`src/rtl/serial_add_pkg.sv`:
```
// Shared types and constants for the bit-serial adder controller.
package serial_add_pkg;

  localparam int DEFAULT_WIDTH = 8;

  typedef enum logic [1:0] {
    IDLE,
    RUN,
    DONE
  } state_t;

endpackage

```
`src/rtl/serial_add_ctrl_full_adder.sv`:
```
// One-bit full adder used as the per-bit datapath of serial_add_ctrl.
module full_adder (
  input  logic A,
  input  logic B,
  input  logic Cin,
  output logic Sum,
  output logic Cout
);

  assign Sum  = A ^ B ^ Cin;
  assign Cout = (A & B) | (Cin & (A ^ B));

endmodule

```
`src/rtl/serial_add_ctrl.sv`:
```
// Bit-serial adder with valid/ready handshakes: one operand bit per RUN cycle, LSB first.
// Optional macro SERIAL_ADD_OVF_EN adds a registered signed-overflow output ovf.
module serial_add_ctrl
  import serial_add_pkg::*;
#(
  parameter int WIDTH = DEFAULT_WIDTH
) (
  input  logic             clk,
  input  logic             rst_n,
  input  logic             in_valid,
  output logic             in_ready,
  input  logic [WIDTH-1:0] a,
  input  logic [WIDTH-1:0] b,
  input  logic             cin,
  output logic             out_valid,
  input  logic             out_ready,
  output logic [WIDTH-1:0] sum,
  output logic             cout,
  output logic             busy
`ifdef SERIAL_ADD_OVF_EN
  ,
  output logic             ovf
`endif
);

  localparam int CNT_W = $clog2(WIDTH);

  state_t           state_reg, state_next;
  logic [CNT_W-1:0] cnt_reg;
  logic [WIDTH-1:0] a_reg, b_reg, sum_reg;
  logic             carry_reg;
  logic             accept, last_bit, fa_sum, fa_cout;

  assign last_bit = (cnt_reg == CNT_W'(WIDTH - 1));

  full_adder u_fa (
    .A    (a_reg[0]),
    .B    (b_reg[0]),
    .Cin  (carry_reg),
    .Sum  (fa_sum),
    .Cout (fa_cout)
  );

  always_ff @(posedge clk or negedge rst_n) begin
    if (!rst_n) state_reg <= IDLE;
    else        state_reg <= state_next;
  end

  always_comb begin
    state_next = state_reg;
    in_ready   = 1'b0;
    out_valid  = 1'b0;
    busy       = 1'b0;
    accept     = 1'b0;
    case (state_reg)
      IDLE: begin
        in_ready = 1'b1;
        if (in_valid) begin
          accept     = 1'b1;
          state_next = RUN;
        end
      end
      RUN: begin
        busy = 1'b1;
        if (last_bit) state_next = DONE;
      end
      DONE: begin
        out_valid = 1'b1;
        in_ready  = out_ready;
        // Consuming the result and accepting new operands on one edge skips IDLE.
        if (out_ready) begin
          accept     = in_valid;
          state_next = in_valid ? RUN : IDLE;
        end
      end
      default: state_next = IDLE;
    endcase
  end

  always_ff @(posedge clk or negedge rst_n) begin
    if (!rst_n) begin
      cnt_reg   <= '0;
      a_reg     <= '0;
      b_reg     <= '0;
      sum_reg   <= '0;
      carry_reg <= 1'b0;
    end else if (accept) begin
      cnt_reg   <= '0;
      a_reg     <= a;
      b_reg     <= b;
      carry_reg <= cin;
    end else if (state_reg == RUN) begin
      cnt_reg   <= cnt_reg + 1'b1;
      a_reg     <= a_reg >> 1;
      b_reg     <= b_reg >> 1;
      sum_reg   <= {fa_sum, sum_reg[WIDTH-1:1]};
      carry_reg <= fa_cout;
    end
  end

  // After the last RUN cycle the carry register holds the final carry-out.
  assign sum  = sum_reg;
  assign cout = carry_reg;

`ifdef SERIAL_ADD_OVF_EN
  logic ovf_reg;

  always_ff @(posedge clk or negedge rst_n) begin
    if (!rst_n)                             ovf_reg <= 1'b0;
    else if (state_reg == RUN && last_bit)  ovf_reg <= carry_reg ^ fa_cout;
  end

  assign ovf = ovf_reg;
`endif

endmodule

```
`config.mk`:
```
export PLATFORM = sky130hd
export DESIGN_NAME = serial_add_ctrl
export DESIGN_NICKNAME = d
export VERILOG_FILES = /design/src/rtl/serial_add_pkg.sv /design/src/rtl/serial_add_ctrl_full_adder.sv /design/src/rtl/serial_add_ctrl.sv
export SDC_FILE = /design/constraint.sdc
export NUM_CORES = 1
export LEC_CHECK = 0
export CORE_MARGIN = 1.5
export CORE_UTILIZATION = 38
export CTS_BUF_LIST = sky130_fd_sc_hd__clkbuf_16
export DETAILED_ROUTE_END_ITERATION = 6
export GPL_TIMING_DRIVEN = 0
export PLACE_DENSITY_LB_ADDON = 0.12
export SYNTH_ARGS = -nofsm -noshare
export SYNTH_HDL_FRONTEND = slang
export SYNTH_SLANG_ARGS = --single-unit
export TNS_END_PERCENT = 100
```
`constraint.sdc`:
```
create_clock -name clk -period 1.4 [get_ports clk]
set_clock_uncertainty 0.1 [all_clocks]
set_input_delay 0.28 -clock clk [delete_from_list [all_inputs] [get_ports clk]]
set_output_delay 0.28 -clock clk [all_outputs]
set_load 0.01 [all_outputs]
```
After elaboration in Yosys (flattened, before gate mapping)
Index checks and enable logic that the tools add are counted.
{ "classes": {"addsub": 1, "n_mul": 0, "div": 0, "n_lt_le_gt_ge": 0, "eq_ne": 6, "shift": 0, "muxes": 19, "bitwise_logic": 6, "n_reduce_logical": 4} }
{ "ops": {"columns": ["op", "count"], "rows": [
  ["8-bit two-way mux", 4],
  ["1-bit two-way mux", 7],
  ["2-bit two-way mux", 3],
  ["3-bit two-way mux", 2],
  ["2-bit != test (second input constant)", 3],
  ["2-bit case mux with 3 select lines", 1],
  ["1-bit case mux with 2 select lines", 2],
  ["3-bit by 1-bit adder with 3-bit output (second input constant)", 1],
  ["3-bit equality test (second input constant)", 1],
  ["3-bit AND reduction", 1],
  ["1-bit AND", 2],
  ["2-bit by 1-bit equality test with 1-bit output (second input constant)", 1],
  ["2-bit equality test (second input constant)", 1],
  ["2-bit zero test", 1],
  ["2-bit AND reduction", 1],
  ["2-bit nonzero test", 1],
  ["1-bit XOR", 2],
  ["1-bit inverter", 1],
  ["1-bit OR", 1]
]} }
{ "totals": {"ff_bits": 30, "latch_bits": 0, "ram_bits": 0, "mem_bits_ro": 0, "in_bits": 21, "output_inout_bits": 12, "wordCells": 42, "memories": 0} }

Logic depth before layout (Yosys ltp)
Gate-level depths: netlist (run 1).
{ "depth": {"depth_word": 5, "depth_mapped": 6, "mapped_depth_nobuf": 4} }

By module
A second synthesis (run 1) with hierarchy kept.
{ "unflattened": {"cells_unflattened": 137, "area_unflattened_um2": 1433.9} }
{ "modules_own_cells": {"columns": ["module", "instances", "cells_per_inst", "area_each_um2", "seq_area_each_um2"], "rows": [
  ["serial_add_ctrl", 1, 136, 1413.9, 750.7],
  ["full_adder", 1, 1, 20.0, 0.0]
]} }

Worst setup path before layout (run 1)
OpenSTA, ideal clock, no wires.
{ "synth_timing": {"kind": "flip-flop to output port", "start": "register state_reg[1]", "end": "output port in_ready", "t_arrival_ns": 0.937, "t_required_ns": 1.020, "path_slack_ns": 0.083, "stages_incl_launch_ff": 5, "path_buffers": 2, "path_cell_list": "dfrtp_1 -> nand2b_1 -> buf_4 -> buf_2 -> and2_1"} }
{ "synth_via": {"elab_chain_len": 2, "word_cells_on_any_way": 3, "classes_between": "eq/ne (1); mux (1); reduce/logical (1)"} }
{ "synth_lines": {"columns": ["item", "line_no", "rtl"], "rows": [
  ["start: declaration", "serial_add_ctrl.sv:28", "state_t state_reg, state_next;"],
  ["start signal: assignment", "serial_add_ctrl.sv:46", "else state_reg <= state_next;"],
  ["2-bit equality test or 2-bit zero test (tied branches)", "serial_add_ctrl.sv:55", "case (state_reg)"],
  ["1-bit case mux with 2 select lines *", "serial_add_ctrl.sv:55", null],
  ["end: declaration", "serial_add_ctrl.sv:11", "output logic in_ready,"]
]} }
Mark *: on every way between the ends. The rest lies on a longest branch, timed or not.

Final worst setup path (run 1)
{ "layout_timing": {"start": "register state_reg[0]", "end": "output port busy"} }
{ "layout_via": {"elab_chain_len": 2} }
{ "layout_lines": {"columns": ["item", "line_no", "rtl"], "rows": [
  ["2-bit by 1-bit equality test with 1-bit output", "serial_add_ctrl.sv:55", null],
  ["1-bit two-way mux", "serial_add_ctrl.sv:55", null],
  ["end: declaration", "serial_add_ctrl.sv:19", "output logic busy"]
]} }
No other way between the ends.

==> impl_metrics.toml, run 1 <==
[clock_network]
root_buffer = "clkbuf_16"
htree_levels = 2
cts.reportedPaths.clkPinSlew_ns = 0.05
clock_sinks = 30
holdBufCountCts = 0
clk_path_buf_depth = 2
cts_tree = "built"
numCtsBuffers = 5
clk_latency_ns = 0.28

[global_route]
first_global_vias = 1192
grt-ovfl-total = 0
antenna_found_initial = 0
grt_max_degree = 31
grtUsageTotal = 0.183
grt_pass1_wl_um = 5730

[layout]
design_area_um2 = 2100
final_cells = 232
antennaDiodeCount = 0
syn2layout_area_growth_pct = 43.4
layout_commonest_cell = "nand2_1"
final_nets = 207
final_cell_mix = "30 x nand2_1, 29 x dfrtp_1, 18 x o21ai_1"
finish.utilization = 0.568
drive_gt1_frac = 0.217
seq_area_um2 = 752
fillers = 355
multiInputGateArea_um2 = 609

[floorplanning]
io_pins = 33
coreArea_um2 = 3690
initial_utilization = 0.396
die_w_um = 65.0
die-area_um2 = 4230
rows = 22
die_height_um = 65.0

[timing]
hold_viol = 0
finalWorstSetupSlack_ns = -0.167
setup_violations = 11
rsz0062_at_grt = "true"
fin_crit_sh = 1.12
min_period_ns = 1.57
maxSlewViolCount = 0
final.setup.tns_ns = -0.492
worst_slew_pin_slew_ns = 0.768
max_freq_mhz = 638
relSlewSlack = 0.488

[route]
vias = 1195
wl_per_cell_um = 14.3
antenna_left = 0
viasPerCell = 5.15
drt_wl_total_um = 3330
drc = 0
drt-initial-drc-count = 53
first_pass_iters = 4

[setup_path]
cp-start-kind = "flip-flop"
critPathKind = "reg -> out"
critPathRequiredTime_ns = 1.02
worst_setup_path_end_kind = "primary output"
path_max_fanout = 3
ff2ff_setup_slack_ns = -0.04
crit_arrival_ns = 1.19

[hold_path]
hold_path_class = "in -> async"

[placement]
dp_slack_ns = -0.932
dpl.cell_count = 216
dpl_cell_area_um2 = 1830
numPortBuffers = 31
dp_hpwl_um = 2170
gp_congestion = 0.822

[power_and_ir_drop]
vdd_drop_max_mv = 0.921
pwr_density_cell_nw_per_um2 = 2180
p_leak_uw = 0.000980

[status]
violations = "negative setup slack"
status = "finished, violations left"

[synth]
synth_seq_area_share = 0.514
yosys-top-cells-area = "dfrtp_1 51%, mux2i_1 10%, nand2_1 7.7%"
post-synth-top-area-cell = "dfrtp_1"
synth_nets = 161
synth_top_area_frac = 0.514
synth_area_per_cell_um2 = 10.7
synth_cell_types = 24
synthCells = 137
synth-seq-cells = 30
yosysWarningCount = 0
syn_area_um2 = 1460

[flow_run]
drv_cap = 0
final cells by class:
| cell class | count | share of cell area |
|---|---|---|
| Inverter | 2 | 0.0107 |
| Multi-Input combinational cell | 94 | 0.291 |
| Clock inverter | 3 | 0.00597 |
| Clock buffer | 5 | 0.0597 |
| Timing Repair Buffer | 42 | 0.202 |
| Tap cell | 48 | 0.0287 |
| Buffer | 8 | 0.0430 |
| Sequential cell | 30 | 0.359 |
synthesized netlist by cell type, drive strengths merged:
master,count
dfrtp,30
nor2,1
nand2,31
and3,1
o21ai,18
inv,2
a21oi,2
mux2i,15
nand2b,2
fa,1
ha,2
and2,1
o21bai,1
nand4,17
nor2b,1
buf,11
xnor2,1
logic make-up after synthesis:
group / share of synthesized area
adder cells (fa/ha/maj): 0.0308
AND/OR/NAND/NOR: 0.183
multiplexers: 0.103
AO/OA/AOI/OAI: 0.0762
XOR/XNOR: 0.00599
buffers and inverters: 0.0873
flip-flops: 0.514
through the flow:
stage | hold WS [ns] | power, µW
after global placement | 0.360 | 3250
after CTS | 0.0944 | 4470
final | 0.0700 | 4580
after global routing | 0.140 | 4910
after detailed placement | 0.369 | 3330
after floorplan | -0.116 | 2690
final timing paths:
path | startpoint | endpoint | cells past startpoint
min in group clk | in_valid | a_reg[5] | 3
max | state_reg[0] | busy | 5
max in group asynchronous | rst_n | state_reg[0] | 1
min | rst_n | state_reg[1] | 1
max reg2reg | state_reg[0] | a_reg[4] | 6
min reg2reg | sum[0] | sum[0] | 2
power breakdown:
group          switching, µW  internal (µW)  leakage, µW
Combinational            990           1100     0.000525
Sequential               242           1240     0.000382
Clock                    362            640    0.0000724
Total                   1590           2980     0.000980
what timing repair did:
action	CTS	global route
setup buffers	9	2
pin swaps	0	2
setup endpoints to repair	42	22
cloned	0	1
resized for setup	40	6
worst max-delay path, stage by stage (launching register included):
cell      delay [ns]
dfrtp_2         0.44
buf_6           0.14
nand2b_4        0.07
buf_12          0.12
inv_12          0.03
buf_6           0.10
per-layer routing:
layer  up-vias  GRT usage  share of wire
met5         -          0              0
li1        571          -              -
met4         0     0.0964          0.026
met1       579      0.219           0.42
met3        10     0.0434          0.046
met2        35      0.307           0.50
(Power assumes the default switching activity.)
==> inputs of run 2 (changes only) <==
--- a/config.mk
+++ b/config.mk
@@ -6,7 +6,7 @@
 export NUM_CORES = 1
 export LEC_CHECK = 0
 export CORE_MARGIN = 1.5
-export CORE_UTILIZATION = 38
+export CORE_UTILIZATION = 30
 export CTS_BUF_LIST = sky130_fd_sc_hd__clkbuf_16
 export DETAILED_ROUTE_END_ITERATION = 6
 export GPL_TIMING_DRIVEN = 0
==> impl_metrics.toml, run 2 (same netlist as run 1, synthesis figures left out) <==
[status]
status = "finished, violations left"
violations = "negative setup slack"

[clock_network]
cts.reportedPaths.clkPinSlew_ns = 0.05
clk_path_buf_depth = 2
cts_tree = "built"
clock_sinks = 30
numCtsBuffers = 5
htree_levels = 2
root_buffer = "clkbuf_16"
clk_latency_ns = 0.27

[floorplanning]
die_height_um = 72.8
initial_utilization = 0.311
die-area_um2 = 5300
die_w_um = 72.8
io_pins = 33
rows = 25
coreArea_um2 = 4690

[route]
first_pass_iters = 4
drt-initial-drc-count = 53
wl_per_cell_um = 14.7
vias = 1165
antenna_left = 0
viasPerCell = 4.87
drt_wl_total_um = 3510
drc = 0

[timing]
maxSlewViolCount = 0
relSlewSlack = 0.531
max_freq_mhz = 655
worst_slew_pin_slew_ns = 0.703
rsz0062_at_grt = "true"
fin_crit_sh = 1.09
setup_violations = 3
min_period_ns = 1.53
worst_hold_slack_ns = 0.261
finalWorstSetupSlack_ns = -0.127
hold_viol = 0

[placement]
numPortBuffers = 31
dp_hpwl_um = 2320
gp_congestion = 0.733
dp_slack_ns = -0.936

[power_and_ir_drop]
vdd_drop_max_mv = 0.708
p_leak_uw = 0.000976
pwr_density_cell_nw_per_um2 = 2240

[flow_run]
drv_cap = 0

[global_route]
grt-ovfl-total = 0
grt_pass1_wl_um = 5930
grt_max_degree = 31
first_global_vias = 1190
antenna_found_initial = 0
grtUsageTotal = 0.154

[setup_path]
critPathRequiredTime_ns = 1.02
worst_setup_path_end_kind = "primary output"
critPathKind = "reg -> out"
crit_arrival_ns = 1.15
cp-start-kind = "flip-flop"
path_max_fanout = 8

[layout]
layout_commonest_cell = "nand2_1"
final_cell_mix = "30 x nand2_1, 28 x dfrtp_1, 18 x o21ai_1"
drive_gt1_frac = 0.232
final_nets = 208
fillers = 459
antennaDiodeCount = 0
syn2layout_area_growth_pct = 44.2

[hold_path]
hold_path_class = "in -> reg"
## run 2: worst max-delay path: stages, from the launching register on
cell,delay [ns]
dfrtp_2,0.45
inv_4,0.08
buf_8,0.11
and2_4,0.13
buf_6,0.09
## run 2: worst paths after layout
path	from	end	slack (ns)	cells past startpoint
setup reg to reg	state_reg[0]	a_reg[4]	0.03	5
max in group asynchronous	rst_n	state_reg[0]	0.21	2
min in group asynchronous	rst_n	cnt_reg[0]	0.50	2
hold reg to reg	sum[0]	sum[0]	0.37	2
hold / removal	in_valid	b_reg[0]	0.26	3
setup / recovery	state_reg[0]	in_ready	-0.13	4
## run 2: power by group
part	internal [µW]	switching (µW)	total (µW)	leakage, µW
logic	1050	958	2010	0.000512
registers	1240	251	1490	0.000380
clock network	831	382	1210	0.0000836
total	3120	1590	4710	0.000976
## run 2: through the flow
stage	setup TNS, ns	cell area (µm²)	power [µW]	util	std cells
4_1_cts	-0.328	2050	4630	0.438	236
2_1_floorplan	0	1460	2690	-	137
5_1_grt	-0.545	2110	5060	0.449	239
3_5_place_dp	-5.06	1830	3340	0.391	222
6_report	-0.291	2110	4710	0.449	239
3_3_place_gp	-24.12	1840	3280	0.392	222
## run 2: cell type report
class / instances / area, µm² / share of cell area
Clock inverter: 3 / 40.0 / 0.0190
Inverter: 2 / 22.5 / 0.0107
Sequential cell: 30 / 753 / 0.357
Multi-Input combinational cell: 94 / 606 / 0.287
Buffer: 9 / 105 / 0.0499
Clock buffer: 5 / 125 / 0.0594
Timing Repair Buffer: 42 / 388 / 0.184
Tap cell: 54 / 67.6 / 0.0321
## run 2: repair_timing
action / 4_1_cts / 5_1_grt
endpoints found under the setup margin: 12 / 26
endpoints found under the hold margin: 30 / 0
gates resized for setup: 33 / 9
pin swaps: 0 / 1
hold buffers: 1 / 0
setup buffers: 7 / 5
## run 2: routing by layer
layer	GRT usage	part of all wire	vias up
met4	0.0881	0.025	0
met3	0.0483	0.054	7
li1	-	-	569
met2	0.235	0.47	34
met1	0.193	0.45	555
met5	0	0	-
==> inputs of run 3 (changes only) <==
--- a/config.mk
+++ b/config.mk
@@ -6,7 +6,7 @@
 export NUM_CORES = 1
 export LEC_CHECK = 0
 export CORE_MARGIN = 1.5
-export CORE_UTILIZATION = 30
+export CORE_UTILIZATION = 33
 export CTS_BUF_LIST = sky130_fd_sc_hd__clkbuf_16
 export DETAILED_ROUTE_END_ITERATION = 6
 export GPL_TIMING_DRIVEN = 0
==> impl_metrics.toml, run 3 (same netlist as run 1, synthesis figures left out) <==
[placement]
gp_congestion = 0.825
dp_hpwl_um = 2290
numPortBuffers = 31
dp_slack_ns = -0.942

[clock_network]
htree_levels = 2
root_buffer = "clkbuf_16"
clk_latency_ns = 0.27
clock_sinks = 30
numCtsBuffers = 5
clk_path_buf_depth = 2
cts_tree = "built"
cts.reportedPaths.clkPinSlew_ns = 0.05

[global_route]
grtUsageTotal = 0.159
antenna_found_initial = 0
grt_use_met2 = 0.275
gr-max-usage-layer = "met2"
grtUsageMet3 = 0.0422
first_global_vias = 1234
grt-ovfl-total = 0
grt_max_degree = 31
grt_pass1_wl_um = 5950
use_met1 = 0.191

[setup_path]
worst_setup_path_end_kind = "primary output"
critPathKind = "reg -> out"
crit_arrival_ns = 1.13
path_max_fanout = 6
slowest_stage = "dfrtp_2"
crit_buf_inv = 3
critPathRequiredTime_ns = 1.02
slowest_delay_ns = 0.45
crit_chain = "inv_4, buf_8, and2_4, buf_6"
ff2ff_setup_slack_ns = 0.04
cp-start-kind = "flip-flop"
cp_top_family = "flip-flops"

[status]
status = "finished, violations left"
violations = "negative setup slack"

[layout]
antennaDiodeCount = 0
final_cell_mix = "30 x nand2_1, 29 x dfrtp_1, 18 x o21ai_1"
final_nets = 205
drive_gt1_frac = 0.209
layout_commonest_cell = "nand2_1"
syn2layout_area_growth_pct = 41.1
finish.utilization = 0.480

[timing]
worst_slew_pin_slew_ns = 0.817
hold_viol = 0
finalWorstSetupSlack_ns = -0.112
rsz0062_at_grt = "true"
max_freq_mhz = 662
relSlewSlack = 0.456
fin_crit_sh = 1.08
setup_violations = 2
min_period_ns = 1.51
maxSlewViolCount = 0

[floorplanning]
die_height_um = 69.5
die_w_um = 69.5
die-area_um2 = 4840
rows = 24
coreArea_um2 = 4290
initial_utilization = 0.340
io_pins = 33

[flow_run]
drv_cap = 0

[route]
antenna_left = 0
wl_per_cell_um = 15.4
drc = 0
drt-initial-drc-count = 42
drt_wl_total_um = 3610
viasPerCell = 5.00
first_pass_iters = 4
vias = 1169

[power_and_ir_drop]
pwr_density_cell_nw_per_um2 = 2180
vdd_drop_max_mv = 0.759
total_power_uw = 4500
p_leak_uw = 0.000955

[hold_path]
hold_path_class = "in -> async"
-- run 3: cell count changes in the layout (fill, tap and decap cells not counted), sizes merged --
cell         change
buf              -3
bufinv           -1
dlygate4sd2      +1
dlygate4sd3      -1
inv              +1
-- run 3: routing by layer --
| metal | wire, µm | part of all wire |
|---|---|---|
| met3 | 122 | 0.034 |
| met5 | 0 | 0 |
| met2 | 1820 | 0.50 |
| met4 | 57 | 0.016 |
| met1 | 1620 | 0.45 |
-- run 3: worst paths after layout --
| path | start | to | cells after the start |
|---|---|---|---|
| max | state_reg[0] | in_ready | 4 |
| min | rst_n | state_reg[1] | 1 |
| max reg2reg | state_reg[1] | a_reg[3] | 5 |
| min reg2reg | sum[0] | sum[0] | 2 |
| max in group asynchronous | rst_n | state_reg[0] | 1 |
| min in group clk | in_valid | a_reg[5] | 3 |
-- run 3: final cells by class --
class / instances / area, µm²
sequential: 30 / 752
inverter: 2 / 22.5
tap: 52 / 65.1
fill: 409 / 2230
clock buffer: 5 / 125
buffer: 8 / 93.8
multi-input combinational: 94 / 614
timing repair buffer: 40 / 377
clock inverter: 3 / 12.5
-- run 3: stage by stage --
step	instances	setup TNS [ns]	cell area [µm²]	hold WS [ns]
3_3_place_gp	220	-22.52	1840	0.356
5_1_grt	234	-0.329	2060	0.161
4_1_cts	231	-0.248	2000	0.122
3_5_place_dp	220	-25.69	1840	0.370
2_1_floorplan	137	0	1460	-0.116
6_report	234	-0.210	2060	0.0984
-- run 3: repair_timing --
action	4_1_cts	5_1_grt
cloned	0	0
endpoints found under the setup margin	44	16
setup buffers	5	6
hold buffers	0	0
resized for setup	35	9
-- run 3: where the power goes --
part | internal, µW | leakage (µW) | total (µW) | switching [µW]
Sequential | 1240 | 0.000382 | 1500 | 264
Clock | 641 | 0.0000724 | 1010 | 368
Combinational | 1030 | 0.000501 | 1980 | 958
==> RTL edit: new RTL, settings of run 3 <==
The package constant `DEFAULT_WIDTH` goes from 8 to 16.
--- a/src/rtl/serial_add_pkg.sv
+++ b/src/rtl/serial_add_pkg.sv
@@ -2,5 +2,5 @@
 package serial_add_pkg;
 
-  localparam int DEFAULT_WIDTH = 8;
+  localparam int DEFAULT_WIDTH = 16;
 
   typedef enum logic [1:0] {
Interface: changed (resized a, b and sum); port bits go from 33 to 57. The function was not compared with the original's and may differ.
==> RTL edit against run 3 <==
The run still ends with negative setup slack left. Sequential cell count rose by 25. Worst hold slack improved by 190 ps. Sequential power grew 82%. Cell area up 85%. Count of clock-buffer cells in the layout unchanged. Area after synthesis is 74% higher. Setup slack got worse by 53 ps. Power is 78% higher. Routed wire length up 63%. First-iteration DRC count down 29%. Largest power group unchanged. Highest routed layer unchanged.
==> RTL edit: results (changes against run 3) <==
* WP data arrival at 1180 ps (was 1130 ps)
* Status: complete, but fails checks (unchanged)
* Sequential element share of the synthesized area at 0.541 (was 0.514)
* Routability Congestion at 0.739 (was 0.825)
* Reg clk slew, reported paths at 70 ps (was 50 ps)
* Final net count at 365 (was 205)
* Hold EP: state_reg[1]
* Leakage at 0.00174 uW (was 0.000955 uW)
* PortBufs at 56 (was 31)
* Root Buffer: clkbuf_16 (unchanged)
* Hold-critical path depth at 3
* Synth cell types at 26 (was 24)
* Clock latency on the worst-skew pair at 290 ps (was 270 ps)
* Vias in the first global route at 2073 (was 1234)
* DP HPWL at 3.85 mm (was 2.29 mm)
* Largest cells by area after synthesis: dfrtp_1 54%, mux2i_1 12%, nand2_1 7.7% (was dfrtp_1 51%, mux2i_1 10%, nand2_1 7.7%)
* Largest net degree at the start of global routing at 38 (was 31)
* Non-Filler Instances at 426 (was 234)
* Vias at 2023 (was 1169)
* ANT cells at 0 (unchanged)
* Worst R2R Setup Slack at -160 ps (was 40 ps)
* Syn_nets at 286 (was 161)
* WL/cell at 13.8 microns (was 15.4 microns)
* VDD IR max at 0.902 mV (was 0.759 mV)
* Worst flop-to-flop path startpoint: state_reg[0] (was state_reg[1])
* Clock Path Buffers at 2 (unchanged)
* Dpl cells at 403 (was 220)
* Total CTS buffers at 5 (unchanged)
* All-Layer GR Usage at 0.146 (was 0.159)
* Failing checks: negative setup slack (unchanged)
* Starting DRC count in detailed routing at 30 (was 42)
* CTS tree: yes (unchanged)
* Rel. slew slack at 0.706 (was 0.456)
* Post-synth ARST share at 1.00 (unchanged)
* Dpl cell area at 3240 sq um (was 1840 sq um)
* Worst R2R Path Depth at 7 (was 5)
* CP Max Fanout at 2 (was 6)
* H-tree level count at 2 (unchanged)
* Setup crit start: state_reg[1] (was state_reg[0])
* Most frequent cells after synthesis: 55 x dfrtp_1, 52 x nand2_1, 34 x nand3_1, 31 x mux2i_1, 24 x o21ai_1 (was 30 x dfrtp_1, 30 x nand2_1, 18 x o21ai_1, 17 x nand4_1, 15 x mux2i_1)
* Share of cells above drive strength 1 at 0.272 (was 0.209)
* Cells after Synth at 247 (was 137)
* Fill cells at 669 (was 409)
* HP Class: input pin to flop (was input pin to async pin)
* Count of final setup violators at 42 (was 2)
* DRT Pass-1 Iters at 4 (unchanged)
* Reg2Reg Capture Point: a_reg[5] (was a_reg[3])
* Final Worst Setup Slack at -165 ps (was -112 ps)
* Initial antenna violation count at 0 (unchanged)
* First-pass GRT wire length at 9.73 mm (was 5.95 mm)
* YS warnings at 0 (unchanged)
* Hold Crit Start: out_ready
-- RTL edit: how the worst max path moves through the flow --
stage                   end  slack, ps  depth (start not counted)
2_1_floorplan     a_reg[10]         60                          6
3_3_place_gp       a_reg[5]      -1850                          1
3_5_place_dp           busy       -550                          5
4_1_cts                busy       -210                          5
5_1_grt        state_reg[0]       -220                          7
6_report               busy       -160                          5
-- RTL edit: where the power goes --
part,switching (uW),internal [uW],total [uW],leakage [uW]
Sequential,443,2290,2730,0.000703
Combinational,1700,1980,3680,0.000943
Clock,559,1020,1580,0.0000952
-- RTL edit: critical path, cell delays in order (launching register included) --
cell      delay, ps
dfrtp_1         380
nand2b_1        150
buf_6           130
inv_2            50
buf_6            90
buf_6            90
-- RTL edit: timing repair --
item                                    in CTS  in global routing
hold buffers                                 1                  0
setup buffers                               10                  2
cloned                                       2                  1
resized for setup                           62                 44
endpoints found under the setup margin      64                 48
hold endpoints to repair                    18                  0
pin swaps                                    1                 32
-- RTL edit: cells by family after synthesis --
| kind of cell | Yosys count | share of synthesized area |
|---|---|---|
| mux | 31 | 0.122 |
| flops | 55 | 0.541 |
| fa+ha+maj | 2 | 0.0128 |
| compound gates | 39 | 0.0939 |
| simple gates | 96 | 0.168 |
| xor+xnor | 2 | 0.00688 |
| buf+inv | 22 | 0.0560 |
-- RTL edit: layer usage --
metal	GRT usage	wire length, microns	vias up
met5	0	0	-
met2	0.242	2760	48
li1	-	-	993
met4	0.0391	70	0
met1	0.193	2810	975
met3	0.0320	248	7
-- RTL edit: per-stage QoR --
stage / hold WS [ps] / total power [uW] / setup TNS, ps / setup WS, ps
3_5_place_dp: 150 / 5700 / -17390 / -554
4_1_cts: 381 / 7390 / -4330 / -209
5_1_grt: 299 / 8560 / -7460 / -223
3_3_place_gp: 359 / 5620 / -120160 / -1850
2_1_floorplan: -116 / 4600 / 0 / 62.6
6_report: 291 / 7990 / -4650 / -165
-- RTL edit: layout make-up --
type,count,area (sq um),area share
clock buffers,5,125,0.0327
plain buffers,19,230,0.0602
flip-flops and latches,55,1380,0.361
well taps,99,124,0.0324
clock inverters,3,63.8,0.0167
multi-input cells,170,1170,0.306
repair buffers,73,724,0.190
inverters,2,7.51,0.00196
